## src/rtl/riscv_ctrl_pkg.sv

```systemverilog
// Shared encodings for the multi-cycle RV32-subset sequencer: states, opcodes,
// ALU operation codes and PC source selects.
package riscv_ctrl_pkg;

  localparam logic [2:0] S_FETCH  = 3'd0;
  localparam logic [2:0] S_DECODE = 3'd1;
  localparam logic [2:0] S_EXEC   = 3'd2;
  localparam logic [2:0] S_MEM    = 3'd3;
  localparam logic [2:0] S_WB     = 3'd4;
  localparam logic [2:0] S_TRAP   = 3'd7;

  localparam logic [6:0] OP_LUI    = 7'b0110111;
  localparam logic [6:0] OP_JAL    = 7'b1101111;
  localparam logic [6:0] OP_BRANCH = 7'b1100011;
  localparam logic [6:0] OP_LOAD   = 7'b0000011;
  localparam logic [6:0] OP_STORE  = 7'b0100011;
  localparam logic [6:0] OP_IMM    = 7'b0010011;

  localparam logic [2:0] ALU_LUI_JAL = 3'b000;
  localparam logic [2:0] ALU_BR      = 3'b001;
  localparam logic [2:0] ALU_LD      = 3'b010;
  localparam logic [2:0] ALU_ST      = 3'b011;
  localparam logic [2:0] ALU_IMM     = 3'b100;

  localparam logic [1:0] PC_PLUS4  = 2'b00;
  localparam logic [1:0] PC_BRANCH = 2'b01;
  localparam logic [1:0] PC_JUMP   = 2'b10;

  typedef struct packed {
    logic [2:0] alu_op;
    logic       alu_src;
  } alu_ctl_t;

  function automatic logic is_legal(input logic [6:0] op);
    return (op == OP_LUI) || (op == OP_JAL) || (op == OP_BRANCH) ||
           (op == OP_LOAD) || (op == OP_STORE) || (op == OP_IMM);
  endfunction

  // Branch compares two registers; every other supported opcode uses the immediate.
  function automatic alu_ctl_t alu_decode(input logic [6:0] op);
    alu_ctl_t c;
    c.alu_op  = ALU_LUI_JAL;
    c.alu_src = 1'b1;
    case (op)
      OP_BRANCH: begin
        c.alu_op  = ALU_BR;
        c.alu_src = 1'b0;
      end
      OP_LOAD:  c.alu_op = ALU_LD;
      OP_STORE: c.alu_op = ALU_ST;
      OP_IMM:   c.alu_op = ALU_IMM;
      default:  c.alu_op = ALU_LUI_JAL;
    endcase
    return c;
  endfunction

endpackage

```

## src/rtl/contador_timeout.sv

```systemverilog
// Memory-wait counter: clears on request, counts stalled cycles and flags the
// cycle in which the wait reaches MEM_TIMEOUT.
module contador_timeout #(
  parameter int MEM_TIMEOUT = 16
) (
  input  logic clk,
  input  logic reset,
  input  logic i_clr,
  input  logic i_en,
  output logic o_tc
);

  localparam int CW = $clog2(MEM_TIMEOUT + 1);

  logic [CW-1:0] r_count;

  always_ff @(posedge clk or negedge reset) begin
    if (!reset) begin
      r_count <= '0;
    end else if (i_clr) begin
      r_count <= '0;
    end else if (i_en) begin
      r_count <= r_count + 1'b1;
    end
  end

  // Asserted while stalling with MEM_TIMEOUT-1 cycles already counted.
  assign o_tc = i_en && (r_count == CW'(MEM_TIMEOUT - 1));

endmodule

```

## src/rtl/control_multiciclo.sv

```systemverilog
// Multi-cycle control FSM: FETCH/DECODE/EXEC/MEM/WB sequencing, shared memory
// port handshake with timeout, sticky trap and retired-instruction counter.
module control_multiciclo
  import riscv_ctrl_pkg::*;
#(
  parameter int MEM_TIMEOUT = 16,
  parameter int RET_W       = 32
) (
  input  logic             clk,
  input  logic             reset,
  input  logic [6:0]       opcode,
  input  logic [2:0]       funct3,
  input  logic             branch_taken,
  input  logic             mem_ready,
  output logic             pc_we,
  output logic [1:0]       pc_src,
  output logic             ir_we,
  output logic             reg_we,
  output logic             mem_req,
  output logic             mem_we,
  output logic             mem_is_instr,
  output logic [2:0]       alu_op,
  output logic             alu_src,
  output logic             mem_to_reg,
  output logic [2:0]       state,
  output logic             trap,
  output logic             trap_cause,
  output logic [RET_W-1:0] retired
);

  logic [2:0]       r_state, w_state_next;
  logic [6:0]       r_op_q;
  logic             r_trap_cause, w_cause_next;
  logic [RET_W-1:0] r_retired;
  logic             w_pc_we, w_ir_we, w_reg_we, w_mem_req;
  logic [1:0]       w_pc_src;
  logic             w_tmo_clr, w_tmo_en, w_tmo_tc;
  alu_ctl_t         w_alu;
  logic             w_unused_funct3;

  // funct3 is consumed by the ALU control, not by the sequencer.
  assign w_unused_funct3 = ^funct3;

  always_comb begin
    w_state_next = r_state;
    w_cause_next = r_trap_cause;
    w_pc_we      = 1'b0;
    w_pc_src     = PC_PLUS4;
    w_ir_we      = 1'b0;
    w_reg_we     = 1'b0;
    w_mem_req    = 1'b0;
    case (r_state)
      S_FETCH: begin
        w_mem_req = 1'b1;
        if (mem_ready) begin
          w_ir_we      = 1'b1;
          w_state_next = S_DECODE;
        end else if (w_tmo_tc) begin
          w_state_next = S_TRAP;
          w_cause_next = 1'b1;
        end
      end
      S_DECODE: begin
        if (is_legal(opcode)) begin
          w_state_next = S_EXEC;
        end else begin
          w_state_next = S_TRAP;
          w_cause_next = 1'b0;
        end
      end
      S_EXEC: begin
        case (r_op_q)
          OP_LUI, OP_IMM:    w_state_next = S_WB;
          OP_LOAD, OP_STORE: w_state_next = S_MEM;
          OP_BRANCH: begin
            w_pc_we      = 1'b1;
            w_pc_src     = branch_taken ? PC_BRANCH : PC_PLUS4;
            w_state_next = S_FETCH;
          end
          OP_JAL: begin
            w_pc_we      = 1'b1;
            w_pc_src     = PC_JUMP;
            w_state_next = S_FETCH;
          end
          default: begin
            w_state_next = S_TRAP;
            w_cause_next = 1'b0;
          end
        endcase
      end
      S_MEM: begin
        w_mem_req = 1'b1;
        if (mem_ready) begin
          if (r_op_q == OP_STORE) begin
            w_pc_we      = 1'b1;
            w_state_next = S_FETCH;
          end else begin
            w_state_next = S_WB;
          end
        end else if (w_tmo_tc) begin
          w_state_next = S_TRAP;
          w_cause_next = 1'b1;
        end
      end
      S_WB: begin
        w_reg_we     = 1'b1;
        w_pc_we      = 1'b1;
        w_state_next = S_FETCH;
      end
      S_TRAP: w_state_next = S_TRAP;
      default: w_state_next = S_TRAP;
    endcase
  end

  // Any state change clears the wait counter, so each FETCH/MEM entry starts fresh.
  assign w_tmo_clr = (w_state_next != r_state);
  assign w_tmo_en  = w_mem_req && !mem_ready;

  contador_timeout #(
    .MEM_TIMEOUT(MEM_TIMEOUT)
  ) u_timeout (
    .clk  (clk),
    .reset(reset),
    .i_clr(w_tmo_clr),
    .i_en (w_tmo_en),
    .o_tc (w_tmo_tc)
  );

  always_ff @(posedge clk or negedge reset) begin
    if (!reset) begin
      r_state      <= S_FETCH;
      r_op_q       <= '0;
      r_trap_cause <= 1'b0;
      r_retired    <= '0;
    end else begin
      r_state      <= w_state_next;
      r_trap_cause <= w_cause_next;
      if (r_state == S_DECODE) begin
        r_op_q <= opcode;
      end
      if (w_pc_we) begin
        r_retired <= r_retired + 1'b1;
      end
    end
  end

  assign w_alu = alu_decode(r_op_q);

  // Strobes are gated by reset so they drop immediately, not at the next edge.
  assign pc_we        = w_pc_we && reset;
  assign ir_we        = w_ir_we && reset;
  assign reg_we       = w_reg_we && reset;
  assign mem_req      = w_mem_req && reset;
  assign mem_we       = (r_state == S_MEM) && (r_op_q == OP_STORE) && reset;
  assign pc_src       = w_pc_src;
  assign mem_is_instr = (r_state == S_FETCH);
  assign alu_op       = w_alu.alu_op;
  assign alu_src      = w_alu.alu_src;
  assign mem_to_reg   = (r_state == S_WB) && (r_op_q == OP_LOAD);
  assign state        = r_state;
  assign trap         = (r_state == S_TRAP);
  assign trap_cause   = r_trap_cause;
  assign retired      = r_retired;

endmodule

```

## config.mk

```make
export PLATFORM = sky130hd
export DESIGN_NAME = control_multiciclo
export DESIGN_NICKNAME = d
export VERILOG_FILES = /design/src/rtl/riscv_ctrl_pkg.sv /design/src/rtl/contador_timeout.sv /design/src/rtl/control_multiciclo.sv
export SDC_FILE = /design/constraint.sdc
export NUM_CORES = 1
export LEC_CHECK = 0
export CAP_MARGIN = 10
export CELL_PAD_IN_SITES_DETAIL_PLACEMENT = 1
export CELL_PAD_IN_SITES_GLOBAL_PLACEMENT = 1
export CORE_MARGIN = 2
export CORE_UTILIZATION = 41
export DETAILED_ROUTE_END_ITERATION = 12
export PLACE_DENSITY_LB_ADDON = 0.15
export SLEW_MARGIN = 10
export SYNTH_ARGS = -nofsm -noshare
export SYNTH_HDL_FRONTEND = slang
export SYNTH_HIERARCHICAL = 1
export SYNTH_SLANG_ARGS = --single-unit
export TNS_END_PERCENT = 1
```

## constraint.sdc

```tcl
create_clock -name clk -period 7.3 [get_ports clk]
set_input_delay 1.825 -clock clk [delete_from_list [all_inputs] [get_ports clk]]
set_output_delay 1.825 -clock clk [all_outputs]
set_load 0.01 [all_outputs]
```

==> impl_results.md <==
- Share of Yosys cell area claimed by the top area cell type: 0.4315
- Drt pass-1 iters: 4
- Die height: 86.40 µm
- Grt ovf: 0
- Clk_skew: 0.004721 ns
- Data arrival time of the worst path: 3.80 ns
- Clock tree buffer depth: 2
- GRT Util Overall: 0.1886
- Clock sinks: 48
- Starting Density: 0.4167
- IO Port Bufs: 60
- Setup slack, reg-to-reg: 3.74 ns
- PostCTS Resize Cnt: 0
- First-pass GRT wire length: 11370 µm
- Required time of the critical path: 5.48 ns
- Post-synth top area cell: dfrtp_1
- Via-to-Cell Ratio: 5.589
- Total Wirelength: 6748 µm
- Synth Net Count: 299
- Sequential fraction of the synthesis area: 0.4315
- RSZ-0062 raised after global routing: false
- Share of synthesized registers carrying an async set or reset: 1.000
- Number of enable flip-flop cells after synthesis: 0
- Detailed-route via count: 2325
- Core box area: 6681 µm²
- Mapped Area: 2784 µm²
- Util after Layout: 0.5234
- Max-cap violations: 0
- Synth area leaders: dfrtp_1 (43%), xnor2_1 (6.0%), xor2_1 (4.7%)
- Distinct cell type count after synthesis: 61
- Avg Cell Area, Syn: 9.872 µm²
- Min-delay src: retired[31]$_DFFE_PN0P_
- Setup Fix Bufs, Post-CTS: 0
- Antenna diodes: 0
- Min Tclk post-route: 5.630 ns
- Final-stage net count: 352
- Fin. Hold Viols: 0
- Cells after Synth: 282
- Hold path depth: 1
- Worst-path fanout max: 7
- # rows: 30
- Residual DRC count: 0
- Routability cong.: 0.7800
- Die ar.: 7465 µm²
- Largest net degree at the start of global routing: 33
- Avg WL per Cell: 16.22 µm
- Final Cycle Share: 0.7712
- Proportion of layout cells with a drive suffix above 1: 0.08929
- # hold bufs at CTS: 0
- Die W: 86.40 µm
- Pwr Density: 149.0 nW/µm²
- Hold Crit Class: reg2reg
- Max Slew Vio Count: 0
- Fill cells: 763
- Seq cells post-synth: 48
- Pre-CTS setup slack: 1.685 ns
- CP Launch Type: input port
- R2r endpoint: u_timeout/r_count[3]$_DFFE_PN0P_
- FF-to-FF path depth: 9
- Sum Neg Setup Slack: 0 ns
- DP HPWL: 4941 µm
- Hold Crit Endpoint: retired[31]$_DFFE_PN0P_
- Initial antenna violation count: 0
- Root Driver: clkbuf_8
- Max Clk Rate: 177.6 MHz
- Leak pwr: 1.380 nW
- Clk pin slew, worst setup/hold paths: 0.09 ns
- Total CTS buffers: 5
- Main synth FF type: dfrtp_1
- Slack of the critical path: 1.670 ns
- Top-Level Pins: 64
- Crit path kind: in2out
- CP endpoint kind: output pin
- H-tree levels: 2
- Starting DRT DRC Count: 60
- ANT nets after route: 0
- Synth warn: 6
- Reg2reg start: state[0]$_DFF_PN0_
- Vias in the first global route: 2382
- Clock Latency Late Sink: 0.30 ns
- Worst rel slew slack: 0.2720
- Peak VDD IR: 0.07517 mV
- Slew of the pin with the lowest slew margin: 1.084 ns
- CTS tree: yes
- Status: complete, no violations
- Final setup vio count: 0
- Area growth syn-to-layout: 25.62%
==> placed cells by master, fill, tap and decap left out, drive strengths merged, types with 4 or more instances in the layout <==
| cell | instances |
|---|---|
| a21oi | 6 |
| clkdlybuf4s50 | 59 |
| and3 | 8 |
| nor2 | 17 |
| nand2 | 19 |
| nor3 | 20 |
| clkbuf | 6 |
| nand3 | 11 |
| or3 | 5 |
| nand4 | 9 |
| nand2b | 4 |
| dfrtp | 48 |
| mux2 | 8 |
| inv | 10 |
| o21ai | 6 |
| xnor2 | 19 |
| xor2 | 15 |
| and2 | 4 |
| nor4 | 8 |
==> cell families (layout without fill, tap and decap cells) <==
logic type / count (synthesis) / after routing / synth area share
flip-flops: 48 / 48 / 0.4315
multiplexers: 9 / 9 / 0.03730
adder cells (fa/ha/maj): 3 / 3 / 0.01348
AO/OA/AOI/OAI: 37 / 37 / 0.09574
XOR/XNOR: 34 / 34 / 0.1070
AND/OR/NAND/NOR: 126 / 126 / 0.2701
buffers and inverters: 25 / 79 / 0.04494
==> power by group <==
group,internal [mW],switching [mW]
logic,0.0272,0.0319
clock network,0.0768,0.0936
registers,0.276,0.0156
total,0.380,0.141
==> through the flow <==
step                cell area (µm²)  power (mW)  cells  hold WS (ns)
global route                   3497      0.5472    416        0.5100
finish                         3497      0.5212    416        0.4887
detailed placement             3400      0.3559    408        0.4782
CTS                            3497      0.5262    416        0.4951
global placement               3400      0.3527    408        0.4776
floorplan                      2784      0.3271    282        0.4949
==> area by class of cell <==
type / instances / area, µm² / share of cell area
sequential: 48 / 1201 / 0.3435
inverter: 10 / 37.54 / 0.01073
clock inverter: 2 / 15.01 / 0.004293
multi-input combinational: 209 / 1458 / 0.4168
timing repair buffer: 61 / 603.1 / 0.1725
clock buffer: 6 / 82.58 / 0.02361
tap: 80 / 100.1 / 0.02862
==> layer usage <==
layer	global-route usage	part of all wire	vias up
met1	0.2486	0.47	1153
met4	0.05682	0.0087	0
met5	0	0	-
li1	-	-	1120
met2	0.3231	0.50	47
met3	0.02476	0.028	5
==> worst max-delay path by stage <==
stage / from / end / cells after the start
after floorplan: mem_ready / pc_we / 4
after global placement: mem_ready / pc_we / 6
after global routing: mem_ready / pc_we / 6
after CTS: mem_ready / pc_we / 6
after detailed placement: mem_ready / pc_we / 6
final: mem_ready / pc_we / 6
==> sequential cells by signal (all words and copies together), names as in the netlist <==
register and cells:
r_op_q 7, trap_cause 1, u_timeout/r_count 5, state 3
retired 32
==> synth_stat cells, types with 6 or more instances <==
library cell,instances
a21oi_1,6
and3_1,8
clkbuf_1,10
dfrtp_1,48
inv_1,10
mux2_2,7
nand2_1,19
nand3_1,11
nand4_1,7
nor2_1,17
nor3_1,20
nor4_1,7
o21ai_0,6
xnor2_1,19
xor2_1,15
==> critical path: stages <==
cell and delay [ns]:
clkdlybuf4s50_1 0.60, nand4b_1 0.14, or3_1 0.38, nand3_1 0.17, and2_1 0.15, clkdlybuf4s50_1 0.53
(Power assumes the default switching activity.)
